**src/rtl/riscv_pkg.sv**
```systemverilog
// Shared constants for the RISC-V front end: instruction width, PC step and reset vector.
package riscv_pkg;

  localparam int          INSTR_WIDTH = 32;
  localparam int          PC_STEP     = 4;
  localparam logic [31:0] RESET_PC    = 32'h0000_0000;
  localparam logic [31:0] NOP_INSTR   = 32'h0000_0013;

endpackage

```
**src/rtl/fetch_fifo.sv**
```systemverilog
// Show-ahead prefetch FIFO holding {pc, instr} pairs; the head is visible combinationally
// and reads as zero when the FIFO is empty.
module fetch_fifo #(
  parameter int WIDTH = 64,
  parameter int DEPTH = 2,
  localparam int AW = $clog2(DEPTH),
  localparam int CW = $clog2(DEPTH + 1)
) (
  input  logic             clk,
  input  logic             rst,
  input  logic             push,
  input  logic             pop,
  input  logic             flush,
  input  logic [WIDTH-1:0] wr_data,
  output logic [WIDTH-1:0] rd_data,
  output logic [CW-1:0]    count
);

  logic [WIDTH-1:0] mem [DEPTH];
  logic [AW-1:0]    rd_ptr;
  logic [AW-1:0]    wr_ptr;
  logic             do_push;
  logic             do_pop;

  assign do_push = push && !flush;
  assign do_pop  = pop && !flush && (count != '0);
  assign rd_data = (count != '0) ? mem[rd_ptr] : '0;

  always_ff @(posedge clk) begin
    if (do_push) mem[wr_ptr] <= wr_data;
  end

  // DEPTH is a power of two, so the pointers wrap on their own.
  always_ff @(posedge clk) begin
    if (rst || flush) begin
      rd_ptr <= '0;
      wr_ptr <= '0;
      count  <= '0;
    end else begin
      if (do_push) wr_ptr <= wr_ptr + AW'(1);
      if (do_pop)  rd_ptr <= rd_ptr + AW'(1);
      case ({do_push, do_pop})
        2'b10:   count <= count + CW'(1);
        2'b01:   count <= count - CW'(1);
        default: count <= count;
      endcase
    end
  end

  assert property (@(posedge clk) disable iff (rst) !(do_push && count == CW'(DEPTH)));

endmodule

```
**src/rtl/fetch_unit.sv**
```systemverilog
// Instruction fetch stage: credit-limited sequential fetch, prefetch buffering and redirect flush
// with discard of stale in-flight responses.
module fetch_unit
  import riscv_pkg::*;
#(
  parameter int                    DATA_WIDTH = 32,
  parameter int                    FIFO_DEPTH = 2,
  parameter logic [DATA_WIDTH-1:0] RESET_PC   = DATA_WIDTH'(riscv_pkg::RESET_PC)
) (
  input  logic                  clk,
  input  logic                  rst,
  input  logic                  redirect_valid,
  input  logic [DATA_WIDTH-1:0] redirect_pc,
  output logic                  imem_req_valid,
  input  logic                  imem_req_ready,
  output logic [DATA_WIDTH-1:0] imem_req_addr,
  input  logic                  imem_rsp_valid,
  input  logic [DATA_WIDTH-1:0] imem_rsp_data,
  output logic                  instr_valid,
  input  logic                  instr_ready,
  output logic [DATA_WIDTH-1:0] instr,
  output logic [DATA_WIDTH-1:0] instr_pc
);

  localparam int CW = $clog2(FIFO_DEPTH + 1);

  logic [DATA_WIDTH-1:0]   fetch_pc;
  logic [DATA_WIDTH-1:0]   return_pc;
  logic [DATA_WIDTH-1:0]   target_pc;
  logic [CW-1:0]           outstanding;
  logic [CW-1:0]           discard;
  logic [CW-1:0]           fifo_count;
  logic [CW:0]             in_use;
  logic                    req_fire;
  logic                    rsp_fire;
  logic                    push;
  logic                    pop;
  logic [2*DATA_WIDTH-1:0] head;

  assign target_pc = {redirect_pc[DATA_WIDTH-1:2], 2'b00};
  assign in_use    = {1'b0, outstanding} + {1'b0, fifo_count};

  // Credits cover both in-flight and buffered words, so a push never finds the FIFO full.
  assign imem_req_valid = !rst && !redirect_valid && (in_use < (CW + 1)'(FIFO_DEPTH));
  assign imem_req_addr  = fetch_pc;
  assign req_fire       = imem_req_valid && imem_req_ready;

  // Responses with nothing outstanding belong to fetches dropped by a reset.
  assign rsp_fire = imem_rsp_valid && (outstanding != '0) && !rst;
  assign push     = rsp_fire && (discard == '0) && !redirect_valid;
  assign pop      = instr_valid && instr_ready && !redirect_valid;

  assign instr_valid = (fifo_count != '0) && !rst;
  assign instr       = rst ? '0 : head[DATA_WIDTH-1:0];
  assign instr_pc    = rst ? '0 : head[2*DATA_WIDTH-1:DATA_WIDTH];

  always_ff @(posedge clk) begin
    if (rst) begin
      fetch_pc    <= RESET_PC;
      return_pc   <= RESET_PC;
      outstanding <= '0;
      discard     <= '0;
    end else begin
      outstanding <= outstanding + CW'(req_fire) - CW'(rsp_fire);
      if (redirect_valid) begin
        fetch_pc  <= target_pc;
        return_pc <= target_pc;
        discard   <= outstanding - CW'(rsp_fire);
      end else begin
        if (req_fire) fetch_pc <= fetch_pc + DATA_WIDTH'(PC_STEP);
        if (push) return_pc <= return_pc + DATA_WIDTH'(PC_STEP);
        if (rsp_fire && discard != '0) discard <= discard - CW'(1);
      end
    end
  end

  fetch_fifo #(
    .WIDTH(2 * DATA_WIDTH),
    .DEPTH(FIFO_DEPTH)
  ) u_fifo (
    .clk    (clk),
    .rst    (rst),
    .push   (push),
    .pop    (pop),
    .flush  (redirect_valid),
    .wr_data({return_pc, imem_rsp_data}),
    .rd_data(head),
    .count  (fifo_count)
  );

endmodule

```
**config.mk**
```make
export PLATFORM = sky130hd
export DESIGN_NAME = fetch_unit
export DESIGN_NICKNAME = d
export VERILOG_FILES = /design/src/rtl/riscv_pkg.sv /design/src/rtl/fetch_fifo.sv /design/src/rtl/fetch_unit.sv
export SDC_FILE = /design/constraint.sdc
export NUM_CORES = 1
export LEC_CHECK = 0
export CORE_MARGIN = 2
export CORE_UTILIZATION = 52
export DETAILED_ROUTE_END_ITERATION = 12
export PLACE_DENSITY = 0.85
export SYNTH_ARGS = -nofsm -noshare
export SYNTH_HDL_FRONTEND = slang
export SYNTH_SLANG_ARGS = --single-unit
```
**constraint.sdc**
```tcl
create_clock -name clk -period 5.69 [get_ports clk]
set_input_delay 0.8535 -clock clk [delete_from_list [all_inputs] [get_ports clk]]
set_output_delay 0.8535 -clock clk [all_outputs]
set_load 0.005 [all_outputs]
```
Yosys cells after proc, flatten, opt, wreduce, memory -nomap -nowiden
Memory sizes are Yosys's and may differ from the RTL's. A register that Yosys moved wholly into a read port is not among the register bits.
Cells that the tools add are included.

storage, ports and cells
  flip-flop bits (word level) = 72
  bits in writable memories = 128
  input port bits = 70
  word-level logic and storage cells = 64
  memories kept = 1

cells by class
  add/subtract/negate cells = 11
  order comparisons = 1
  equal/unequal tests = 2
  multiplexer cells = 14
  reduce and logical (&&, ||, !) cells = 26

memory list
  name        depth  bits a word  read ports  clocked after memory_dff  wr ports  line              text
  u_fifo.mem  2      64           1           1                         1         fetch_fifo.sv:19  logic [WIDTH-1:0] mem [DEPTH];

operator list
  cell                     count
  $mux W32                 6
  $add A32 B3 Y32 const B  2
  $mux W64                 1
  $logic_and A1 B1 Y1      14
  $reduce_bool A2 Y1       7
  $mux W1                  4
  $mux W2                  2
  $pmux W2 S2              1
  $sub A2 B1 Y2            2
  $sub A2 B1 Y2 const B    2
  $add A2 B2 Y3            1
  $lt A3 B2 Y1 const B     1
  $add A1 B1 Y1 const B    2
  $add A2 B1 Y2            1
  $add A2 B1 Y2 const B    1
  $eq A2 B1 Y1 const B     1
  $eq A2 B2 Y1 const B     1
  $logic_not A1 Y1         2
  $logic_not A2 Y1         1
  $reduce_or A2 Y1         1
  $logic_or A1 B1 Y1       1

Logic depth before layout (Yosys ltp)
Gate-level depths: netlist (run 1).

  depth in word-level cells = 8
  gate-level depth with buffers = 10

Cells and area by module
Synthesis (run 1) repeated with hierarchy kept, for this count alone.

unflattened totals
  cell total of the unflattened synthesis = 818
  area, all modules = 9056.2 µm²

modules (own cells, without submodules)
  module      times used  cells an instance  area each (µm²)  seq. area each (µm²)
  fetch_fifo  1           293                5006.1           3943.8
  fetch_unit  1           525                4050.1           1281.2

Worst setup path before layout (run 1)
No wires, ideal clock.

  path type = input-to-reg
  start = in redirect_valid
  end = mem u_fifo.mem[0][0], enable pin
  data arrival time = 4386 ps
  slack = 822 ps
  stages = 6
  path buffers = 3
  path through = clkbuf_1 -> inv_1 -> clkbuf_1 -> clkbuf_1 -> nand3_1 -> nor2_1

between the ends
  cells in the longest elaborated chain, start to end = 5

RTL lines
  what                               line                                text
  start, declared                    fetch_unit.sv:12                    input logic redirect_valid,
  $logic_not A1 Y1 (*)               fetch_fifo.sv:25, fetch_unit.sv:50
  $logic_and A1 B1 Y1                fetch_unit.sv:50                    assign push = rsp_fire && (discard == '0) && !redirect_valid;
  $logic_and A1 B1 Y1 (*)            fetch_fifo.sv:25                    assign do_push = push && !flush;
  $mux W1 (*)                        fetch_fifo.sv:30                    if (do_push) mem[wr_ptr] <= wr_data;
  $mux W1 (not written as such) (*)  fetch_fifo.sv:30
  end, declared                      fetch_fifo.sv:19

Mark *: on every way between the ends. The rest lies on a longest branch, timed or not.

Worst setup path after layout (run 1)
  start = in rst
  end = out instr[6]

between the ends
  cells in the longest elaborated chain, start to end = 1

RTL lines
  what             line              text
  start, declared  fetch_unit.sv:11  input logic rst,
  $mux W32         fetch_unit.sv:54  assign instr = rst ? '0 : head[DATA_WIDTH-1:0];
  end, declared    fetch_unit.sv:21  output logic [DATA_WIDTH-1:0] instr,

Every way passes these cells.

==> results.sh, run 1 <==
export IMPL_die_x_microns=132
export IMPL_via_per_inst=5.32
export IMPL_hpwl_mm=11.8
export IMPL_leakage_nw=3.62
export IMPL_period_minus_slack_ns=4.04
export IMPL_cp_cell_sequence="clkdlybuf4s50_1, buf_4, o21bai_4, buf_4, nor2_1, clkdlybuf4s50_1"
export IMPL_required_ns=4.84
export IMPL_grt_pass1_wl_mm=28.8
export IMPL_synth_seq_cells=193
export IMPL_ys_top_cells_by_area="edfxtp_1 (44%), dfxtp_1 (16%), mux2i_1 (7.6%), nor2_1 (3.7%), xnor2_1 (3.2%)"
export IMPL_async_flop_share_pct=0
export IMPL_cap_violations=0
export IMPL_ir_drop_uv=229
export IMPL_outcome="finished clean"
export IMPL_worstHoldPathType="reg2reg"
export IMPL_cpMaxStageDelayCell="buf_4"
export IMPL_crit_family="buffers and inverters"
export IMPL_drc=0
export IMPL_nNetsFinal=948
export IMPL_syn_area_sq_mm=0.00847
export IMPL_numCtsBuffers=17
export IMPL_yosysUniqueCellTypes=50
export IMPL_yosysMostFrequentCell="edfxtp_1"
export IMPL_cts_resized=0
export IMPL_die_area_sq_mm=0.0173
export IMPL_dr_pass1_iters=5
export IMPL_cts_sinks=193
export IMPL_path_buf_inv=4
export IMPL_grtUsageTotal_pct=20.9
export IMPL_clockBufferDepth=2
export IMPL_synth_edf_count=124
export IMPL_finClkSkew_ns=0.0142
export IMPL_core_sq_mm=0.0159
export IMPL_syn_instance_count=719
export IMPL_drt_iter0_drc=397
export IMPL_fmax_mhz=248
export IMPL_fin_crit_sh_pct=70.9
export IMPL_layout_drive_gt1_share_pct=6.23
export IMPL_synthFlopType="edfxtp_1"
export IMPL_seqCellArea_sq_mm=0.00511
export IMPL_fillers=1157
export IMPL_io_buffers=161
export IMPL_place_inst=1067
export IMPL_vias=5851
export IMPL_synth_top_area_share_pct=44.0
export IMPL_rows=46
export IMPL_cts_root_buf="clkbuf_16"
export IMPL_synth_yosys_seq_area_share_pct=60.3
export IMPL_postRouteAntennaNets=0
export IMPL_hold_viol=0
export IMPL_die_h_microns=132
export IMPL_cp_data_arrival_time_ns=3.18
export IMPL_post_cts_buffers=0
export IMPL_cts_tree="yes"
export IMPL_multi_input_area_sq_mm=0.00309
export IMPL_ios=168
export IMPL_synth_top_area_cell="edfxtp_1"
export IMPL_maxSlewViolCount=0
export IMPL_avgSynthCellArea_sq_um=11.8
export IMPL_grt_ovfl_total=0
export IMPL_layout_cells_non_filler=1099
export IMPL_slew_headroom_pct=27.9
export IMPL_yosys_warnings=0
export IMPL_grt_max_degree=63
export IMPL_wirelength_mm=17.8
export IMPL_setup_viol=0
export IMPL_grt_pass1_vias=5614
export IMPL_area_delta_synth_final_pct=28.4
export IMPL_hold_buffers=0
export IMPL_num_antenna_cells=0
export IMPL_cts_clk_slew_worst_paths_ns=0.06
export IMPL_worstMarginPinSlew_ns=1.08
export IMPL_start_util_pct=53.3
export IMPL_cts_max_level=4
export IMPL_slowest_delay_ns=0.48
export IMPL_antenna_found_initial=0
export IMPL_routabilityCongestion=0.854
export IMPL_cp_max_fo=41
export IMPL_synth_commonest_cells="edfxtp_1 (124), nor2_1 (84), dfxtp_1 (69)"
export IMPL_worst_setup_path_start_kind="input port"
export IMPL_rsz0062_at_grt="no"
export IMPL_worst_setup_path_type="in2out"
export IMPL_tns_ns=0
export IMPL_wl_per_cell_microns=16.2
export IMPL_insertion_delay_ns=0.43
export IMPL_power_density_mw_per_mm2=272
export IMPL_end_kind="primary output"
==> per-stage QoR <==
stage	instance area (sq um)	hold WS [ns]	worst slack (ns)	util, %	total power, mW
4_1_cts	10900	0.481	1.61	68.5	2.99
3_3_place_gp	10300	0.447	1.71	64.7	1.81
3_5_place_dp	10300	0.457	1.61	64.7	1.81
6_report	10900	0.486	1.65	68.5	2.96
5_1_grt	10900	0.498	1.48	68.5	3.07
2_1_floorplan	8480	0.426	0.822	-	1.70
==> cell type report <==
type                       instances  share of cell area [%]
sequential                       193                    47.0
multi-input combinational        451                    28.4
timing repair buffer             170                    15.4
clock buffer                      18                    4.14
tap                              216                    2.48
clock inverter                    14                    1.32
inverter                          37                    1.28
==> kinds of logic after synthesis <==
kind of cell,share of synthesized area [%]
AND/OR/NAND/NOR,12.8
multiplexers,7.70
XOR/XNOR,6.00
adder cells (fa/ha/maj),1.27
buffers and inverters,3.74
flip-flops,60.3
other,0.0443
AO/OA/AOI/OAI,8.15
==> worst paths after layout <==
kind / from / endpoint / slack [ns] / cells past startpoint
setup reg to reg: u_fifo.count[0]$_SDFFE_PP0P_ / imem_req_addr[21]$_SDFFE_PP0P_ / 2.82 / 7
setup / recovery: rst / instr[6] / 1.65 / 6
hold reg to reg: return_pc[31]$_SDFFE_PP0P_ / u_fifo.mem[0][63]$_DFFE_PP_ / 0.49 / 0
hold / removal: return_pc[31]$_SDFFE_PP0P_ / u_fifo.mem[0][63]$_DFFE_PP_ / 0.49 / 0
==> power by group <==
group	switching (mW)	internal (mW)
clock network	0.530	0.644
logic	0.0890	0.119
registers	0.0485	1.53
total	0.668	2.29
==> layer usage <==
metal | global-route usage [%] | wire [microns] | up-vias
met2 | 32.6 | 8350 | 229
li1 | - | - | 2864
met5 | 0 | 0 | -
met3 | 4.51 | 1240 | 15
met4 | 7.49 | 223 | 0
met1 | 28.9 | 7940 | 2743
==> flip-flops by register name (all words and copies together), names as in the netlist, named ones only <==
register / flops
u_fifo.mem: 124
imem_req_addr: 30
return_pc: 30
discard: 2
outstanding: 2
u_fifo.count: 2
u_fifo.rd_ptr: 1
u_fifo.wr_ptr: 1
==> cell usage in the layout (no fill, tap or decap), types with 3 or more instances in the layout <==
cell	netlist	layout
a21boi_0	31	31
a21boi_1	9	9
a21oi_1	33	33
and2_1	6	6
and3_1	7	7
and4_1	8	8
buf_4	4	9
clkbuf_16	0	18
clkdlybuf4s50_1	0	161
clkinv_4	0	3
clkinvlp_4	0	3
conb_1	1	4
dfxtp_1	69	68
edfxtp_1	124	124
ha_1	7	7
inv_1	37	37
inv_6	0	3
inv_8	0	3
mux2i_1	64	64
nand2_1	26	26
nand3_1	29	29
nand4_1	18	18
nor2_1	84	82
nor3_1	9	9
nor3_2	4	4
nor4_1	7	7
o21a_1	7	7
o21ai_0	5	5
o31a_1	6	6
or3_1	3	3
xnor2_1	31	31
xor2_1	27	27
(Power assumes the default switching activity.)
==> inputs of run 2 (changes only) <==
==> constraint.sdc (replaced) <==
create_clock -name clk -period 3.75 [get_ports clk]
set_input_delay 0.5625 -clock clk [delete_from_list [all_inputs] [get_ports clk]]
set_output_delay 0.5625 -clock clk [all_outputs]
set_load 0.005 [all_outputs]
==> run 2 against run 1 <==
  * Wire length is 1.7% higher
  * Worst hold slack worse by 0.0037 ns
  * Sequential power is 52% higher
  * Critical endpoint is now instr_pc[12]
  * Highest routed layer unchanged
==> results.sh, run 2 (synthesis results as in run 1) <==
export IMPL_outcome="finished clean"
export IMPL_cts_max_level=4
export IMPL_layout_cells_non_filler=1103
export IMPL_die_h_microns=132
export IMPL_switching_share_pct=21.7
export IMPL_pwr_share_clk_pct=37.6
export IMPL_area_delta_synth_final_pct=28.7
export IMPL_leakage_nw=3.63
export IMPL_grtUsageTotal_pct=21.1
export IMPL_grt_pass1_vias=5655
export IMPL_tns_ns=0
export IMPL_cp_data_arrival_time_ns=2.36
export IMPL_layout_drive_gt1_share_pct=6.09
export IMPL_cts_clk_slew_worst_paths_ns=0.06
export IMPL_nNetsFinal=952
export IMPL_die_x_microns=132
export IMPL_setup_viol=0
export IMPL_antenna_found_initial=0
export IMPL_worstHoldPathType="reg2reg"
export IMPL_worst_setup_path_start_kind="input port"
export IMPL_postRouteAntennaNets=0
export IMPL_required_ns=3.19
export IMPL_power_frac_comb_pct=7.3
export IMPL_end_kind="primary output"
export IMPL_cp_max_fo=33
export IMPL_grt_max_degree=56
export IMPL_core_sq_mm=0.0159
export IMPL_drt_iter0_drc=440
export IMPL_clockBufferDepth=2
export IMPL_worst_setup_path_type="in2out"
export IMPL_largest_reg_flops=124
export IMPL_largest_register="u_fifo.mem"
export IMPL_grt_ovfl_total=0
export IMPL_num_antenna_cells=0
export IMPL_rsz0062_at_grt="no"
export IMPL_internal_power_mw=3.41
export IMPL_seqPwrFrac_pct=55.1
export IMPL_multi_input_area_sq_mm=0.00309
export IMPL_place_inst=1071
export IMPL_maxSlewViolCount=0
export IMPL_routabilityCongestion=0.831
export IMPL_io_buffers=161
export IMPL_finClkSkew_ns=0.00720
export IMPL_ir_drop_uv=313
export IMPL_hold_buffers=0
export IMPL_ios=168
export IMPL_period_minus_slack_ns=2.92
export IMPL_wl_per_cell_microns=16.4
export IMPL_cts_tree="yes"
export IMPL_cts_root_buf="clkbuf_16"
export IMPL_start_util_pct=53.3
export IMPL_fillers=1135
export IMPL_power_mw=4.35
export IMPL_wirelength_mm=18.1
export IMPL_power_density_mw_per_mm2=399
export IMPL_insertion_delay_ns=0.42
export IMPL_drc=0
export IMPL_fin_crit_sh_pct=77.9
export IMPL_slew_headroom_pct=42.9
export IMPL_grt_pass1_wl_mm=29.0
export IMPL_final_cell_mix="clkdlybuf4s50_1 (161), edfxtp_1 (124), nor2_1 (82)"
export IMPL_hold_viol=0
export IMPL_layout_commonest_cell="clkdlybuf4s50_1"
export IMPL_numCtsBuffers=17
export IMPL_hpwl_mm=12.4
export IMPL_seqCellArea_sq_mm=0.00511
export IMPL_via_per_inst=5.34
export IMPL_reg2reg_from="u_fifo.count[0]$_SDFFE_PP0P_"
export IMPL_net_switching_power_mw=0.943
export IMPL_die_area_sq_mm=0.0173
export IMPL_dr_pass1_iters=5
export IMPL_post_cts_buffers=0
export IMPL_cts_resized=0
export IMPL_min_from="return_pc[31]$_SDFFE_PP0P_"
export IMPL_worstMarginPinSlew_ns=0.854
export IMPL_rows=46
export IMPL_crit_start="rst"
export IMPL_cts_sinks=193
export IMPL_vias=5889
export IMPL_cap_violations=0
export IMPL_fmax_mhz=342
-- run 2: cell types whose count changed in the layout (fill, tap and decap cells not counted) --
cell,change
clkbuf_1,+5
buf_12,+4
clkbuf_8,+3
inv_8,-3
inv_6,-2
bufinv_16,-1
clkbuf_16,-1
clkinv_4,-1
-- run 2: worst max-delay path: stages --
cell	delay (ns)
clkdlybuf4s50_1	0.45
o21bai_4	0.39
buf_12	0.28
nor2_1	0.12
clkdlybuf4s50_1	0.53
-- run 2: power groups by stage --
stage	combinational, mW	sequential (mW)	clock (mW)
6_report	0.319	2.40	1.64
5_1_grt	0.349	2.41	1.76
3_3_place_gp	0.307	2.44	0
4_1_cts	0.321	2.40	1.67
3_5_place_dp	0.316	2.44	0
2_1_floorplan	0.154	2.42	0
-- run 2: worst paths after layout --
kind / end / slack (ns) / cells past startpoint
setup / recovery: instr_pc[12] / 0.83 / 5
hold / removal: u_fifo.mem[1][63]$_DFFE_PP_ / 0.48 / 0
setup reg to reg: imem_req_addr[21]$_SDFFE_PP0P_ / 0.92 / 7
hold reg to reg: u_fifo.mem[1][63]$_DFFE_PP_ / 0.48 / 0
-- run 2: layout make-up --
cell class              instances  share of cell area (%)
multi-input cells             451                    28.3
clock buffers                  25                    4.45
repair buffers                174                    16.1
well taps                     216                    2.48
inverters                      37                    1.27
clock inverters                 7                   0.494
flip-flops and latches        193                    46.9
-- run 2: per-layer routing --
metal	wire, microns	track usage, %
met1	8040	28.4
met2	8470	34.4
met3	1320	4.98
met4	226	6.16
met5	0	0
-- run 2: through the flow --
step | utilization, % | hold WS, ns | setup WS (ns) | cell area [sq um]
after floorplan | - | 0.426 | -0.827 | 8480
after global placement | 65.2 | 0.452 | 0.819 | 10400
after detailed placement | 65.2 | 0.468 | 0.749 | 10400
after CTS | 68.6 | 0.483 | 0.788 | 10900
after global routing | 68.6 | 0.505 | 0.687 | 10900
final | 68.6 | 0.482 | 0.827 | 10900
